[config.mk]
export PLATFORM = sky130hd
export DESIGN_NAME = uart_rx_stream_flat
export DESIGN_NICKNAME = d
export VERILOG_FILES = /design/src/rtl/uart_rx_stream_pkg.sv /design/src/rtl/uart_rx_stream_if.sv /design/src/rtl/uart_rx_fifo.sv /design/src/rtl/uart_rx_stream.sv /design/src/flat_wrapper.sv
export SDC_FILE = /design/constraint.sdc
export NUM_CORES = 1
export LEC_CHECK = 0
export ABC_AREA = 1
export BUFFER_PORTS_ARGS = -buffer_cell sky130_fd_sc_hd__buf_2
export CORE_MARGIN = 10
export CORE_UTILIZATION = 45
export DETAILED_ROUTE_END_ITERATION = 8
export GPL_TIMING_DRIVEN = 1
export PLACE_DENSITY = 0.71
export SLEW_MARGIN = 25
export SYNTH_ARGS = -nofsm -noshare
export SYNTH_HDL_FRONTEND = slang
export SYNTH_SLANG_ARGS = --single-unit
[constraint.sdc]
create_clock -name clk -period 2.2 [get_ports clk]
set_clock_uncertainty 0.05 [all_clocks]
set_input_delay 0.44 -clock clk [delete_from_list [all_inputs] [get_ports clk]]
set_output_delay 0.44 -clock clk [all_outputs]
set_load 0.02 [all_outputs]
[src/rtl/uart_rx_stream_pkg.sv]
// -----------------------------------------------------------------------------
// uart_rx_stream_pkg
// Shared definitions for the UART receive stream block:
//   - rx_state_e    : receiver FSM states
//   - clog2()       : ceiling log2 for sizing counters and pointers
//   - clks_per_bit(): system clocks per UART bit (integer division)
//   - half_bit()    : clocks from start-edge detection to mid start bit
// -----------------------------------------------------------------------------
package uart_rx_stream_pkg;

   typedef enum logic [2:0] {
      S_IDLE,
      S_START,
      S_DATA,
      S_STOP,
      S_WAIT_IDLE
   } rx_state_e;

   function automatic int clog2(input int value);
      int result;
      int v;
      result = 0;
      v      = value - 1;
      while (v > 0) begin
         result++;
         v = v >> 1;
      end
      return result;
   endfunction

   function automatic int clks_per_bit(input int clock_frequency, input int baud_rate);
      return clock_frequency / baud_rate;
   endfunction

   function automatic int half_bit(input int clock_frequency, input int baud_rate);
      return clks_per_bit(clock_frequency, baud_rate) / 2;
   endfunction

endpackage

[src/rtl/uart_rx_stream_if.sv]
// -----------------------------------------------------------------------------
// uart_rx_stream_if
// Byte stream carried on a stb/ack handshake, byte zero-extended to 32 bits.
//   output_rx     : data word, byte in [7:0], [31:8] = 0
//   output_rx_stb : data word valid
//   output_rx_ack : consumer accepts the word this cycle
// Modports: master = producer (receiver), slave = consumer.
// -----------------------------------------------------------------------------
interface uart_rx_stream_if;

   logic [31:0] output_rx;
   logic        output_rx_stb;
   logic        output_rx_ack;

   modport master (
      output output_rx,
      output output_rx_stb,
      input  output_rx_ack
   );

   modport slave (
      input  output_rx,
      input  output_rx_stb,
      output output_rx_ack
   );

endinterface

[src/rtl/uart_rx_fifo.sv]
// -----------------------------------------------------------------------------
// uart_rx_fifo
// First-word fall-through byte FIFO. The head entry is visible on o_head
// whenever o_empty is low; a pop simply advances the read pointer.
//   clk, rst : system clock, asynchronous active-high reset
//   i_push   : write i_data (ignored when full unless popping this cycle)
//   i_data   : byte to write
//   i_pop    : remove head entry (ignored when empty)
//   o_head   : current head entry
//   o_full   : FIFO holds DEPTH entries
//   o_empty  : FIFO holds no entries
// -----------------------------------------------------------------------------
module uart_rx_fifo
   import uart_rx_stream_pkg::*;
#(
   parameter int DEPTH = 4
) (
   input  logic       clk,
   input  logic       rst,
   input  logic       i_push,
   input  logic [7:0] i_data,
   input  logic       i_pop,
   output logic [7:0] o_head,
   output logic       o_full,
   output logic       o_empty
);

   localparam int AW = clog2(DEPTH);

   // One extra pointer bit separates the full and empty cases when the
   // address bits match.
   logic [AW:0]   r_wr_ptr;
   logic [AW:0]   r_rd_ptr;
   logic [7:0]    r_mem [DEPTH];

   logic          w_do_pop;
   logic          w_do_push;

   assign o_empty   = (r_wr_ptr == r_rd_ptr);
   assign o_full    = (r_wr_ptr[AW] != r_rd_ptr[AW]) &&
                      (r_wr_ptr[AW-1:0] == r_rd_ptr[AW-1:0]);
   assign w_do_pop  = i_pop && !o_empty;
   // When full, the slot being written is the one being popped this cycle,
   // so a simultaneous pop frees room for the push.
   assign w_do_push = i_push && (!o_full || w_do_pop);
   assign o_head    = r_mem[r_rd_ptr[AW-1:0]];

   always_ff @(posedge clk or posedge rst) begin
      if (rst) begin
         r_wr_ptr <= '0;
         r_rd_ptr <= '0;
      end else begin
         if (w_do_push) r_wr_ptr <= r_wr_ptr + 1'b1;
         if (w_do_pop)  r_rd_ptr <= r_rd_ptr + 1'b1;
      end
   end

   // NOTE: storage is deliberately not reset; an entry is only ever read
   // after it has been written, and leaving it out of reset keeps it RAM-able.
   always_ff @(posedge clk) begin
      if (w_do_push) r_mem[r_wr_ptr[AW-1:0]] <= i_data;
   end

endmodule

[src/rtl/uart_rx_stream.sv]
// -----------------------------------------------------------------------------
// uart_rx_stream
// 8N1 UART receiver feeding a FWFT byte FIFO presented as a stb/ack stream.
//   clk           : system clock
//   rst           : asynchronous reset, active-high
//   rx            : UART line, idle high, asynchronous to clk
//   stream        : stb/ack byte stream (master side)
//   framing_error : one-cycle pulse, stop bit sampled low
//   overrun       : one-cycle pulse, valid byte dropped because FIFO full
// -----------------------------------------------------------------------------
module uart_rx_stream
   import uart_rx_stream_pkg::*;
#(
   parameter int CLOCK_FREQUENCY = 100000000,
   parameter int BAUD_RATE       = 115200,
   parameter int FIFO_DEPTH      = 4
) (
   input  logic              clk,
   input  logic              rst,
   input  logic              rx,
   uart_rx_stream_if.master  stream,
   output logic              framing_error,
   output logic              overrun
);

   localparam int CLKS_PER_BIT = clks_per_bit(CLOCK_FREQUENCY, BAUD_RATE);
   localparam int HALF_BIT     = half_bit(CLOCK_FREQUENCY, BAUD_RATE);
   localparam int CNT_W        = clog2(CLKS_PER_BIT);

   localparam logic [CNT_W-1:0] CNT_BIT_END  = CNT_W'(CLKS_PER_BIT - 1);
   localparam logic [CNT_W-1:0] CNT_HALF_END = CNT_W'(HALF_BIT - 1);

   logic [1:0]       r_sync;
   logic             w_rx_s;

   rx_state_e        r_state;
   logic [CNT_W-1:0] r_cnt;
   logic [2:0]       r_bit_idx;
   logic [7:0]       r_shift;

   logic             w_push;
   logic             w_pop;
   logic [7:0]       w_head;
   logic             w_full;
   logic             w_empty;

   // Two-flop synchroniser, reset to the idle line level so reset release
   // never looks like a start bit.
   always_ff @(posedge clk or posedge rst) begin
      if (rst) r_sync <= 2'b11;
      else     r_sync <= {r_sync[0], rx};
   end

   assign w_rx_s = r_sync[1];

   // NOTE: every register here is assigned with <= so all branches see the
   // pre-edge values of state, counter and shift register.
   always_ff @(posedge clk or posedge rst) begin
      if (rst) begin
         r_state       <= S_IDLE;
         r_cnt         <= '0;
         r_bit_idx     <= '0;
         r_shift       <= '0;
         framing_error <= 1'b0;
      end else begin
         framing_error <= 1'b0;
         case (r_state)
            S_IDLE: begin
               if (!w_rx_s) begin
                  r_state <= S_START;
                  r_cnt   <= '0;
               end
            end

            // Re-check the line at mid start bit; a short low glitch returns
            // to IDLE silently.
            S_START: begin
               if (r_cnt == CNT_HALF_END) begin
                  r_cnt     <= '0;
                  r_bit_idx <= '0;
                  r_state   <= w_rx_s ? S_IDLE : S_DATA;
               end else begin
                  r_cnt <= r_cnt + 1'b1;
               end
            end

            // LSB arrives first, so shift right and insert at bit 7.
            S_DATA: begin
               if (r_cnt == CNT_BIT_END) begin
                  r_cnt   <= '0;
                  r_shift <= {w_rx_s, r_shift[7:1]};
                  if (r_bit_idx == 3'd7) r_state <= S_STOP;
                  else                   r_bit_idx <= r_bit_idx + 1'b1;
               end else begin
                  r_cnt <= r_cnt + 1'b1;
               end
            end

            S_STOP: begin
               if (r_cnt == CNT_BIT_END) begin
                  r_cnt <= '0;
                  if (w_rx_s) begin
                     r_state <= S_IDLE;
                  end else begin
                     framing_error <= 1'b1;
                     r_state       <= S_WAIT_IDLE;
                  end
               end else begin
                  r_cnt <= r_cnt + 1'b1;
               end
            end

            // A held break must return high before another frame can start.
            S_WAIT_IDLE: begin
               if (w_rx_s) r_state <= S_IDLE;
            end

            default: r_state <= S_IDLE;
         endcase
      end
   end

   // The byte is written on the same edge that ends the stop bit, so it is
   // visible on the stream one cycle after the stop sample.
   assign w_push = (r_state == S_STOP) && (r_cnt == CNT_BIT_END) && w_rx_s;
   assign w_pop  = stream.output_rx_ack && !w_empty;

   always_ff @(posedge clk or posedge rst) begin
      if (rst) overrun <= 1'b0;
      else     overrun <= w_push && w_full && !w_pop;
   end

   uart_rx_fifo #(
      .DEPTH (FIFO_DEPTH)
   ) u_fifo (
      .clk     (clk),
      .rst     (rst),
      .i_push  (w_push),
      .i_data  (r_shift),
      .i_pop   (w_pop),
      .o_head  (w_head),
      .o_full  (w_full),
      .o_empty (w_empty)
   );

   // Data is forced to zero when nothing is queued so the unwritten FIFO
   // storage never leaks onto the bus.
   assign stream.output_rx_stb = !w_empty;
   assign stream.output_rx     = w_empty ? 32'd0 : {24'd0, w_head};

endmodule

[src/flat_wrapper.sv]
// flat-port wrapper written by rule: the top's interface ports become plain ports
module uart_rx_stream_flat import uart_rx_stream_pkg::*;
#(
   parameter int CLOCK_FREQUENCY = 100000000,
   parameter int BAUD_RATE       = 115200,
   parameter int FIFO_DEPTH      = 4
)
  (clk, rst, rx, framing_error, overrun, stream_output_rx, stream_output_rx_stb, stream_output_rx_ack);
  uart_rx_stream_if stream_i ();
  input  logic clk;
  input  logic rst;
  input  logic rx;
  output logic framing_error;
  output logic overrun;
  output wire logic [$bits(stream_i.output_rx)-1:0] stream_output_rx;
  output wire logic [$bits(stream_i.output_rx_stb)-1:0] stream_output_rx_stb;
  input wire logic [$bits(stream_i.output_rx_ack)-1:0] stream_output_rx_ack;
  assign stream_output_rx = stream_i.output_rx;
  assign stream_output_rx_stb = stream_i.output_rx_stb;
  assign stream_i.output_rx_ack = stream_output_rx_ack;
  uart_rx_stream #(.CLOCK_FREQUENCY(CLOCK_FREQUENCY), .BAUD_RATE(BAUD_RATE), .FIFO_DEPTH(FIFO_DEPTH)) u_core (.clk(clk), .rst(rst), .rx(rx), .stream(stream_i), .framing_error(framing_error), .overrun(overrun));
endmodule
== After elaboration in Yosys (flattened, before gate mapping) ==
Memories as Yosys holds them, arrays and structs flattened.
Index checks and enable logic that the tools add are counted.
Word-level totals
  flip-flop bits (word level): 34
  RAM bits: 32
  output and inout bits: 35
  logic and storage cells: 74
  memories: 1
Operators by class
  add/subtract/negate cells: 4
  eq/ne operators: 17
  mux-type cells: 23
  reductions and logical operators: 20
Memories
  u_core.u_fifo.r_mem: words 4, bits a word 8, rd ports 1, clocked after memory_dff 0, wr ports 1, line uart_rx_fifo.sv:34  | logic [7:0] r_mem [DEPTH];
Operators by type and width (count)
  $mux 10: 3
  $mux 3: 10
  $pmux 10 s3: 1
  $pmux 3 s5: 1
  $add 10x1->10 const B: 1
  $eq 10x10->1 const B: 1
  $eq 10x9->1 const B: 1
  $ne 2x1->1 const B: 5
  $add 3x1->3 const B: 3
  $logic_and 1x1->1: 8
  $mux 8: 1
  $eq 3x2->1 const B: 2
  $eq 3x3->1 const B: 2
  $pmux 3 s2: 1
  $reduce_and 6->1: 1
  $mux 1: 5
  $ne 2x2->1 const B: 2
  $reduce_and 2->1: 2
  $reduce_and 4->1: 1
  $eq 3x1->1 const B: 1
  $eq 3x3->1: 1
  $logic_not 1->1: 3
  $logic_not 3->1: 1
  $reduce_bool 3->1: 1
  other kinds (6): 6

== Longest topological paths before layout ==
Gate-level depths: netlist of run 1.
  word-level depth: 8
  mapped depth: 10

== Hierarchy ==
A second synthesis of run 1 with hierarchy kept.
Unflattened totals
  cells, all modules: 396
  area, all modules: 3582.2 µm²
Modules (own cells, without submodules)
  uart_rx_stream: times used 1, cells each 258, area each 1923.1 µm²
  uart_rx_fifo: times used 1, cells each 138, area each 1659.1 µm²

== Worst setup path after synthesis of run 1 ==
OpenSTA, ideal clock, no wires.
  path kind: reg2reg
  from: register u_core.r_cnt[0]
  to: memory u_core.u_fifo.r_mem[0][0], enable pin
  arrival time: 1524 ps
  required time: 1779 ps
  path slack: 256 ps
  cell stages (with the launch flop): 8
  buffers on the path: 0
  period minus slack after synthesis: 1944 ps
  cells stage by stage: dfrtp_1 > ha_1 > nand3_1 > nor2_2 > nand2_4 > nor2_1 > nand2_2 > nor2_1
On the way
  cells in the longest elaborated chain, start to end: 6
Ends and longest elaborated chain
  start, declared: line uart_rx_stream.sv:37  | logic [CNT_W-1:0] r_cnt;
  start signal, assigned: line uart_rx_stream.sv:83  | r_cnt <= r_cnt + 1'b1;
  start signal, assigned: line uart_rx_stream.sv:95  | r_cnt <= r_cnt + 1'b1;
  start signal, assigned: line uart_rx_stream.sv:109  | r_cnt <= r_cnt + 1'b1;
  $eq 10x10->1: line uart_rx_stream.sv:125  | assign w_push = (r_state == S_STOP) && (r_cnt == CNT_BIT_END) && w_rx_s;
  $logic_and 1x1->1 (2 in a row): line uart_rx_stream.sv:125
  $logic_and 1x1->1: line uart_rx_fifo.sv:45  | assign w_do_push = i_push && (!o_full || w_do_pop);
  $mux 1: line uart_rx_fifo.sv:61  | if (w_do_push) r_mem[r_wr_ptr[AW-1:0]] <= i_data;
  $mux 1 (implied by the code): line uart_rx_fifo.sv:61
  end, declared: line uart_rx_fifo.sv:34
Every way passes these cells.

== Worst setup path after layout of run 1 ==
  from: register u_core.u_fifo.r_rd_ptr[0]
  to: output stream_output_rx[7]
On the way
  cells in the longest elaborated chain, start to end: 2
Ends and longest elaborated chain
  start, declared: line uart_rx_fifo.sv:33  | logic [AW:0] r_rd_ptr;
  start signal, assigned: line uart_rx_fifo.sv:54  | if (w_do_pop) r_rd_ptr <= r_rd_ptr + 1'b1;
  $mem_v2 4x8 / $eq 3x3->1 (equally long branches)
  $mux 8 *: line uart_rx_stream.sv:149  | assign stream.output_rx = w_empty ? 32'd0 : {24'd0, w_head};
  end, declared: line flat_wrapper.sv:15  | output wire logic [$bits(stream_i.output_rx)-1:0] stream_output_rx;
Every way passes the cells marked *; elsewhere a longest branch is shown, timed or not.

==> out/results.tsv, run 1 <==
stage	metric	value	unit
timing	max_freq	479	MHz
finish	drive_above_1_share	16.7	%
timing	fin_crit_sh	94.8	%
finish	finish.instance_area	3810	µm²
clock_network	clock_tree.buffer_depth	2	
drt	post_detailed_routing_wire_length	6860	µm
critical_path	cp-end-kind	output port	
clock_network	clock_tree.htree_level_count	3	
floorplan	core_area	7330	µm²
synthesis	synth_top_family_by_area	simple AND/OR/NAND/NOR gates	
timing	finalCriticalPeriod	2.09	ns
clock_network	ctsRootBufferMaster	clkbuf_8	
synthesis	syn_area_per_cell	9.09	µm²
critical_path	critical_path.top_delay_family	flip-flops	
timing	holdWs	0.0961	ns
synthesis	syn-instance-count	377	
synthesis	post_synth_mux_area_share	0	%
clock_network	tritoncts	yes	
timing	setup-tns-final	0	ns
global_route	grt_antenna_before_repair	0	
place	pre_cts_ws	0.255	ns
global_route	track_usage	12.5	%
timing	number_of_pins_exceeding_their_max_slew_limit_in_the_final_report	0	
timing	slew-limit-headroom	62.8	%
critical_path	critical_path.startpoint_type	flip-flop	
finish	area_delta_synth_final	11.1	%
critical_path	critical_path_required	1.71	ns
global_route	grt_pass1_vias	2388	
clock_network	worstSkewPairLatency	0.33	ns
floorplan	start_util	46.7	%
critical_path	worst-r2r-setup-slack	0.23	ns
clock_network	clkSlewWorstSetupHoldPaths	0.07	ns
drt	vias_per_cell	4.88	
timing	report.final.setup_viol	0	
timing	smallest_setup_slack_after_layout	0.114	ns
critical_path	r2r_cells	8	
floorplan	floorplan.io_pins	39	
synthesis	sequential_fraction_of_the_synthesis_area	53.0	%
drt	routed-via-count	2473	
drt	routed_wire_length_per_instance	13.5	µm
drt	drtAntennaViolNets	0	
critical_path	crit_path_cell_trace	inv_4 -> buf_6 -> o21ai_0 -> o22ai_1 -> nand2_1 -> inv_1 -> buf_2	
critical_path	cpPeakStageDelay	0.45	ns
synthesis	yosys_warnings	0	
floorplan	rows	31	
floorplan	dieWidth	107	µm
finish	filler_cell_count	651	
finish	n_antenna_cell	0	
drt	drtIter0Drc	103	
place	place.detailed.instances	491	
synthesis	synth_compound_gate_area_share	5.55	%
min_path	min_path_type	in -> async	
timing	grt_setup_unrepaired	false	
synthesis	yosys.area_share.xor_xnor	0.767	%
floorplan	fp.dieArea	11500	µm²
clock_network	tritoncts_num_sinks	66	
run_status	run_status	finished, final reports clean	
finish	layout.cells.non_filler	507	
timing	worst_pin_slew	0.558	ns
clock_network	cts_buffers	9	
synthesis	synth-edff-count	32	
global_route	wire_length_of_the_first_global_routing_pass	11500	µm
synthesis	synthSimpleGateAreaFrac	26.0	%
critical_path	timing.critical_path.arrival	1.60	ns
synthesis	synth_seq_cells	66	
critical_path	crit-reg2reg-capture	u_core.u_fifo.r_mem[2][6]	
place	dpl_cell_area	3560	µm²
drt	detailedRoute.firstPassIterationCount	5	
power	power.static_leakage	1.98	nW
clock_network	cts_post_setup_buffers_inserted	0	
floorplan	dieHeight	107	µm
power	maximum_resistive_drop_on_vdd	372	µV
critical_path	setup.worst_path.class	reg -> out	
place	post-dp-hpwl	4800	µm
synthesis	synth.cell_area	3430	µm²
synthesis	ys_async_sr_fraction	51.5	%
timing	hold_viol_final	0	
clock_network	cts_hold_buf	0	
critical_path	worst-path-buf-inv	4	
critical_path	crit_path_max_fanout	17	
critical_path	reg2reg_from	u_core.r_cnt[0]	
drt	residual_drc	0	
global_route	grt_start_max_net_pins	23	
synthesis	ys.flop_type	edfxtp_1	
critical_path	critPathLaunch	u_core.u_fifo.r_rd_ptr[0]	
synthesis	synth_cell_types	32	
power	power_density	671	nW/µm²
critical_path	crit_slowest_cell	dfrtp_2	
place	place_congestion	0.843	
synthesis	post_synth_fa_ha_maj_area_fraction	3.29	%
finish	final_nets	416	
place	placement.io_buffers	14	
global_route	grt_remaining_overflow	0	
flow_run	drv_cap	0	
metal layers:
| layer | global-route usage [%] | wire, µm | up-vias |
|---|---|---|---|
| met4 | 3.48 | 102 | 0 |
| li1 | - | - | 1235 |
| met2 | 20.7 | 3410 | 61 |
| met1 | 14.8 | 2980 | 1165 |
| met5 | 0 | 0 | - |
| met3 | 4.49 | 362 | 12 |
flip-flops by register name, indices dropped and copies added (netlist names):
signal	count
u_core.framing_error	1
u_core.overrun	1
u_core.r_bit_idx	3
u_core.r_cnt	10
u_core.r_shift	8
u_core.r_state	3
u_core.r_sync	2
u_core.u_fifo.r_mem	32
u_core.u_fifo.r_rd_ptr	3
u_core.u_fifo.r_wr_ptr	3
cells in the final DEF, fill, tap and decap left out:
cell,instances
buf_2,14
dfrtp_1,31
bufinv_16,3
o21ai_0,21
clkbuf_1,2
nor2_1,40
nor2_2,4
buf_12,1
ha_1,9
nand3_2,2
nand3b_1,1
conb_1,24
inv_2,4
o21ai_2,1
buf_6,2
nand2_2,5
nor4_1,1
nor3_4,1
nor3_1,3
nand3_1,26
buf_4,5
xor2_1,3
or2_2,1
nand4_1,9
clkinv_1,1
inv_4,3
dfrtp_2,1
clkbuf_8,9
a21oi_4,1
o21ai_1,2
nand2_4,6
inv_1,35
dfstp_2,2
inv_6,1
o22ai_1,8
edfxtp_1,32
nand2_1,92
nor2_4,2
final cells by class:
| cell class | instances | area (µm²) | area share [%] |
|---|---|---|---|
| sequential | 66 | 1820 | 47.7 |
| clock inverter | 5 | 103 | 2.69 |
| tap | 99 | 124 | 3.25 |
| timing repair buffer | 22 | 150 | 3.94 |
| multi-input combinational | 262 | 1320 | 34.6 |
| inverter | 42 | 165 | 4.34 |
| clock buffer | 11 | 131 | 3.45 |
how the worst max path moves through the flow:
stage / to / slack (ns) / cells past startpoint
2_1_floorplan: u_core.u_fifo.r_mem[0][0] / 0.26 / 7
3_3_place_gp: u_core.u_fifo.r_mem[3][5] / 0.28 / 8
3_5_place_dp: u_core.u_fifo.r_mem[0][5] / 0.25 / 8
4_1_cts: stream_output_rx[7] / 0.04 / 6
5_1_grt: stream_output_rx[6] / 0.003 / 8
6_report: stream_output_rx[7] / 0.11 / 7
synth_stat cells, types with 3 or more instances:
library cell,count,share of area (%)
ha_1,9,3.3
nand2_1,93,10
xor2_1,3,0.77
nand2_4,5,1.6
dfrtp_1,32,23
edfxtp_1,32,28
inv_4,3,0.55
inv_1,36,3.9
inv_2,3,0.33
nor2_2,4,0.73
nor2_1,40,4.4
nor3_1,3,0.44
nand3_1,26,3.8
nand2_2,5,0.91
o21ai_0,21,3.1
buf_4,26,5.7
nand4_1,9,1.6
o22ai_1,8,1.5
repair_timing:
action	in CTS	in global routing
cloned	0	0
endpoints found under the hold margin	0	0
resized for setup	1	5
endpoints found under the setup margin	9	8
cells by family (layout without fill, tap and decap cells):
logic type | count (synthesis) | count (layout)
DFF | 66 | 66
AOI/OAI and AO/OA | 33 | 33
and+or+nand+nor | 193 | 193
xor gates and xnor gates | 3 | 3
buffers and inverters | 72 | 80
other | 1 | 24
adders and majority gates | 9 | 9
power breakdown:
group | total [W] | switching (W) | internal [W]
Combinational | 0.0000599 | 0.0000536 | 0.00000631
Sequential | 0.00129 | 0.00000294 | 0.00129
Clock | 0.00120 | 0.000448 | 0.000754
stage by stage:
step / utilization [%] / total power [W]
CTS: 51.7 / 0.00258
floorplan: - / 0.00140
detailed placement: 48.5 / 0.00137
global route: 51.9 / 0.00265
global placement: 48.5 / 0.00137
finish: 51.9 / 0.00255
No activity file was read; power rests on OpenSTA's default activity.
==> run 2, diff against run 1 <==
--- a/config.mk
+++ b/config.mk
@@ -5,10 +5,10 @@
 export SDC_FILE = /design/constraint.sdc
 export NUM_CORES = 1
 export LEC_CHECK = 0
-export ABC_AREA = 1
 export BUFFER_PORTS_ARGS = -buffer_cell sky130_fd_sc_hd__buf_2
 export CORE_MARGIN = 10
 export CORE_UTILIZATION = 45
+export CTS_CLUSTER_DIAMETER = 100
 export DETAILED_ROUTE_END_ITERATION = 8
 export GPL_TIMING_DRIVEN = 1
 export PLACE_DENSITY = 0.71
==> out/results.tsv, run 2 <==
stage	metric	value	unit
place	placement.io_buffers	14	
global_route	track_usage	10.5	%
global_route	grt_antenna_before_repair	0	
global_route	wire_length_of_the_first_global_routing_pass	9380	µm
synthesis	synth.cell_area	3170	µm²
synthesis	synth_top_cell_by_area	edfxtp_1	
drt	highest-signal-layer	met4	
run_status	run_status	finished, final reports clean	
floorplan	dieHeight	104	µm
place	place_congestion	0.776	
critical_path	cpPeakStageDelay	0.49	ns
critical_path	timing.critical_path.arrival	1.66	ns
finish	register_area	1820	µm²
drt	detailedRoute.firstPassIterationCount	4	
drt	route.met2.wl	2750	µm
synthesis	ys.flop_type	edfxtp_1	
global_route	grt_pass1_vias	1841	
critical_path	critical_path_required	1.71	ns
place	dpl_cell_area	3330	µm²
finish	max_reg_flops	32	
timing	smallest_setup_slack_after_layout	0.0465	ns
floorplan	start_util	46.4	%
finish	n_antenna_cell	0	
finish	area_delta_synth_final	16.2	%
synthesis	synth_area_leaders	edfxtp_1, dfrtp_1, buf_4	
critical_path	worst-r2r-setup-slack	0.23	ns
clock_network	cts_hold_buf	0	
timing	number_of_pins_exceeding_their_max_slew_limit_in_the_final_report	0	
drt	residual_drc	0	
floorplan	floorplan.io_pins	39	
synthesis	synth_seq_cells	66	
finish	multi_input_area	1230	µm²
critical_path	reg2reg_from	u_core.r_cnt[1]	
clock_network	ctsRootBufferMaster	clkbuf_8	
synthesis	yosys_warnings	0	
finish	leading_cell_type_in_the_layout_fill_and_taps_excluded	edfxtp_1	
synthesis	yosys-top-cells-count	dfrtp_1, edfxtp_1, buf_4, nand2_1	
clock_network	worstSkewPairLatency	0.34	ns
min_path	min_path_type	in -> async	
synthesis	synth-edff-count	32	
power	maximum_resistive_drop_on_vdd	446	µV
place	post-dp-hpwl	3880	µm
drt	routed-wl-met3	248	µm
floorplan	rows	30	
clock_network	tritoncts_num_sinks	66	
finish	layout_common_cells	edfxtp_1, dfrtp_1, conb_1, nand2_1, buf_4	
timing	finalCriticalPeriod	2.15	ns
floorplan	dieWidth	104	µm
drt	drtAntennaViolNets	0	
floorplan	fp.dieArea	10800	µm²
critical_path	crit_path_max_fanout	4	
power	power.static_leakage	1.61	nW
critical_path	critical_path.startpoint_type	flip-flop	
drt	vias_per_cell	4.79	
synthesis	synth_cell_types	47	
drt	met1Wirelength	2300	µm
finish	drive_above_1_share	32.5	%
critical_path	crit_slowest_cell	mux4_2	
finish	finish.instance_area	3680	µm²
finish	filler_cell_count	600	
global_route	grt_start_max_net_pins	35	
synthesis	syn-instance-count	237	
finish	final_nets	288	
drt	post_detailed_routing_wire_length	5380	µm
critical_path	critPathLaunch	u_core.u_fifo.r_rd_ptr[0]	
global_route	grt_remaining_overflow	0	
timing	max_freq	464	MHz
synthesis	sequential_fraction_of_the_synthesis_area	57.3	%
drt	drtIter0Drc	71	
floorplan	core_area	6830	µm²
timing	fin_crit_sh	97.9	%
timing	hold_viol_final	0	
synthesis	post-synth-top-area-fraction	30.3	%
timing	report.final.setup_viol	0	
critical_path	setup.worst_path.class	reg -> out	
clock_network	tritoncts	yes	
drt	routed_wire_length_per_instance	14.3	µm
flow_run	drv_cap	0	
synthesis	ys_async_sr_fraction	51.5	%
critical_path	cp-end-kind	output port	
clock_network	clock_tree.buffer_depth	2	
clock_network	clkSlewWorstSetupHoldPaths	0.07	ns
synthesis	syn_area_per_cell	13.4	µm²
power	power_density	767	nW/µm²
critical_path	crit_path_cell_trace	clkbuf_16 -> mux4_2 -> and2_4 -> buf_6	
clock_network	cts_buffers	9	
clock_network	clock_tree.htree_level_count	3	
drt	routed-via-count	1802	
place	pre_cts_ws	0.0832	ns
timing	grt_setup_unrepaired	true	
timing	setup-tns-final	0	ns
[run 2: routing by layer]
| layer | up-vias | track usage [%] |
|---|---|---|
| met5 | - | 0 |
| met4 | 0 | 4.47 |
| met3 | 8 | 3.97 |
| met2 | 38 | 16.7 |
| met1 | 865 | 12.5 |
| li1 | 891 | - |
[run 2: repair_timing]
item / 4_1_cts / 5_1_grt
setup buffers: 5 / 0
endpoints found under the setup margin: 8 / 40
pin swaps: 6 / 4
gates resized for setup: 19 / 16
gates cloned: 1 / 0
[run 2: critical path, delay by kind of cell (launching register included)]
family,cells,cell delay (ns)
and+or+nand+nor,1,0.15
muxes,1,0.49
buffers and inverters,2,0.27
DFF,1,0.41
[run 2: where the power goes]
| part | internal [W] | leakage [nW] | switching (W) |
|---|---|---|---|
| clock network | 0.000525 | 0.0925 | 0.000458 |
| logic | 0.000258 | 0.705 | 0.000227 |
| registers | 0.00132 | 0.813 | 0.0000335 |
[run 2: stage by stage]
stage | util (%) | power (W) | instances | hold WS, ns
after detailed placement | 48.7 | 0.00172 | 354 | 0.311
final | 53.9 | 0.00282 | 376 | 0.125
after global placement | 48.7 | 0.00172 | 354 | 0.300
after floorplan | - | 0.00170 | 260 | 0.295
after CTS | 53.3 | 0.00286 | 376 | 0.130
after global routing | 53.9 | 0.00297 | 376 | 0.126
[run 2: path summary, 6_finish.rpt]
kind,endpoint,cells after the start
worst max-delay path,stream_output_rx[3],4
worst min-delay path,u_core.r_shift[0],3
max in group asynchronous,u_core.r_sync[0],3
worst max register to register,u_core.u_fifo.r_mem[0][3],5
min in group clk,u_core.r_sync[0],1
worst min register to register,u_core.r_sync[1],0
[run 2: final cells by class]
| class | count | area share, % |
|---|---|---|
| multi-input cells | 157 | 33.5 |
| inverters | 9 | 0.918 |
| well taps | 96 | 3.26 |
| repair buffers | 32 | 7.72 |
| clock inverters | 6 | 1.84 |
| flip-flops and latches | 66 | 49.3 |
| clock buffers | 10 | 3.47 |
[run 2: logic make-up (layout without fill, tap and decap cells)]
logic type | after synthesis | in the layout | share of synthesized area (%)
XOR/XNOR | 10 | 10 | 2.76
flip-flops | 66 | 66 | 57.3
AO/OA/AOI/OAI | 28 | 28 | 6.24
other | 1 | 24 | 0.118
adder cells (fa/ha/maj) | 9 | 9 | 3.55
buffers and inverters | 37 | 57 | 7.62
multiplexers | 18 | 18 | 9.36
AND/OR/NAND/NOR | 68 | 68 | 13.1
==> run 3, diff against run 2 <==
==> constraint.sdc (replaced) <==
create_clock -name clk -period 2.6 [get_ports clk]
set_clock_uncertainty 0.05 [all_clocks]
set_input_delay 0.52 -clock clk [delete_from_list [all_inputs] [get_ports clk]]
set_output_delay 0.52 -clock clk [all_outputs]
set_load 0.02 [all_outputs]
==> out/results.tsv, run 3 (synthesized netlist as in run 2, its figures left out) <==
stage	metric	value	unit
power	total_switching_power	0.000578	W
drt	post_detailed_routing_wire_length	5240	µm
timing	finalCriticalPeriod	2.39	ns
flow_run	drv_cap	0	
finish	drive_above_1_share	23.0	%
clock_network	tritoncts	yes	
place	dpl_cell_area	3260	µm²
place	placement.io_buffers	14	
place	pre_cts_ws	0.244	ns
critical_path	timing.critical_path.arrival	1.82	ns
power	pwr-share-comb	11.9	%
power	power.clock.fraction	34.0	%
power	power_density	627	nW/µm²
drt	routed-via-count	1796	
drt	drtIter0Drc	74	
critical_path	crit-reg2reg-capture	u_core.u_fifo.r_mem[1][3]	
finish	register_area	1810	µm²
global_route	grt_pass1_vias	1870	
clock_network	ctsRootBufferMaster	clkbuf_8	
drt	routed_wire_length_per_instance	14.5	µm
clock_network	post_cts_resized	0	
global_route	grt_start_max_net_pins	35	
clock_network	clock_tree.htree_level_count	3	
global_route	wire_length_of_the_first_global_routing_pass	8680	µm
finish	max_reg_flops	32	
drt	detailedRoute.firstPassIterationCount	4	
timing	fin_crit_sh	92.0	%
critical_path	cp-end-kind	output port	
clock_network	tritoncts_num_sinks	66	
place	place.detailed.instances	345	
critical_path	setup.worst_path.class	reg -> out	
floorplan	dieHeight	104	µm
timing	number_of_pins_exceeding_their_max_slew_limit_in_the_final_report	0	
critical_path	critical_path.startpoint_type	flip-flop	
floorplan	start_util	46.4	%
place	post-dp-hpwl	3770	µm
finish	n_antenna_cell	0	
min_path	min_path_type	in -> async	
global_route	grt_antenna_before_repair	0	
floorplan	core_area	6830	µm²
global_route	grt_remaining_overflow	0	
power	power.static_leakage	1.49	nW
finish	area_delta_synth_final	8.21	%
global_route	track_usage	9.63	%
clock_network	cts_post_setup_buffers_inserted	0	
power	p_int	0.00157	W
finish	layout_common_cells	dfrtp_1, edfxtp_1, conb_1, nand2_1, buf_2	
timing	hold_viol_final	0	
timing	max_freq	418	MHz
drt	drtAntennaViolNets	0	
finish	finish.instance_area	3430	µm²
drt	residual_drc	0	
critical_path	worst-r2r-setup-slack	0.27	ns
timing	smallest_setup_slack_after_layout	0.207	ns
power	maximum_resistive_drop_on_vdd	274	µV
critical_path	crit_path_max_fanout	11	
critical_path	r2r_cells	5	
power	net_switching_share_of_the_total_power	26.9	%
place	place_congestion	0.786	
clock_network	worstSkewPairLatency	0.34	ns
finish	layout.cells.non_filler	361	
timing	grt_setup_unrepaired	false	
floorplan	dieWidth	104	µm
critical_path	critical_path_required	2.03	ns
floorplan	rows	30	
run_status	run_status	finished, final reports clean	
power	power_frac_seq	54.1	%
timing	setup-tns-final	0	ns
floorplan	floorplan.io_pins	39	
drt	vias_per_cell	4.98	
finish	final_nets	273	
finish	filler_cell_count	599	
clock_network	clock_tree.buffer_depth	2	
finish	multi_input_area	1200	µm²
clock_network	clkSlewWorstSetupHoldPaths	0.07	ns
clock_network	cts_buffers	9	
critical_path	reg2reg_from	u_core.r_cnt[0]	
timing	report.final.setup_viol	0	
clock_network	cts_hold_buf	0	
floorplan	fp.dieArea	10800	µm²
[run 3: cell count changes in the layout (fill, tap and decap cells not counted), moves of 2 or more]
cell / change
clkinv_1: +2
buf_2: +8
buf_6: -9
buf_4: -12
and2_1: +12
and2_2: -4
and2_4: -8
[run 3: layer usage]
| layer | global-route usage (%) | wire length [µm] |
|---|---|---|
| met1 | 10.7 | 2310 |
| met5 | 0 | 0 |
| met4 | 4.27 | 76 |
| met3 | 3.72 | 297 |
| met2 | 16.0 | 2560 |
[run 3: stage by stage]
stage               utilization [%]  total power (W)  hold slack (ns)
finish                         50.2          0.00215            0.217
global route                   50.2          0.00225            0.217
CTS                            50.2          0.00218            0.222
detailed placement             47.7          0.00145            0.301
global placement               47.7          0.00144            0.303
floorplan                         -          0.00144            0.295
[run 3: worst max-delay path by stage]
stage / startpoint / end / slack [ns] / cells past startpoint
after floorplan: u_core.r_cnt[0] / u_core.u_fifo.r_mem[3][0] / 0.53 / 5
after global placement: u_core.r_cnt[0] / u_core.u_fifo.r_mem[0][1] / 0.33 / 5
after detailed placement: u_core.r_cnt[0] / u_core.u_fifo.r_mem[3][1] / 0.24 / 5
after CTS: u_core.u_fifo.r_rd_ptr[1] / stream_output_rx[2] / 0.14 / 4
after global routing: u_core.u_fifo.r_rd_ptr[1] / stream_output_rx[6] / 0.02 / 4
final: u_core.u_fifo.r_rd_ptr[1] / stream_output_rx[2] / 0.21 / 4
[run 3: worst max-delay path: stages (launching register included)]
cell and delay, ns:
dfrtp_1 0.54, xnor2_1 0.26, nand3b_1 0.29, and2_1 0.25
buf_2 0.15
[run 3: area by class of cell]
cell class	count	share of cell area, %
multi-input cells	157	35.0
clock inverters	7	1.31
well taps	96	3.50
repair buffers	17	2.70
inverters	9	0.985
flip-flops and latches	66	52.9
clock buffers	9	3.61
[run 3: power groups by stage]
stage / Sequential [W] / Clock [W] / Combinational, W
finish: 0.00116 / 0.000731 / 0.000256
global route: 0.00117 / 0.000798 / 0.000285
CTS: 0.00116 / 0.000752 / 0.000262
detailed placement: 0.00118 / 0 / 0.000262
global placement: 0.00118 / 0 / 0.000257
floorplan: 0.00115 / 0 / 0.000287
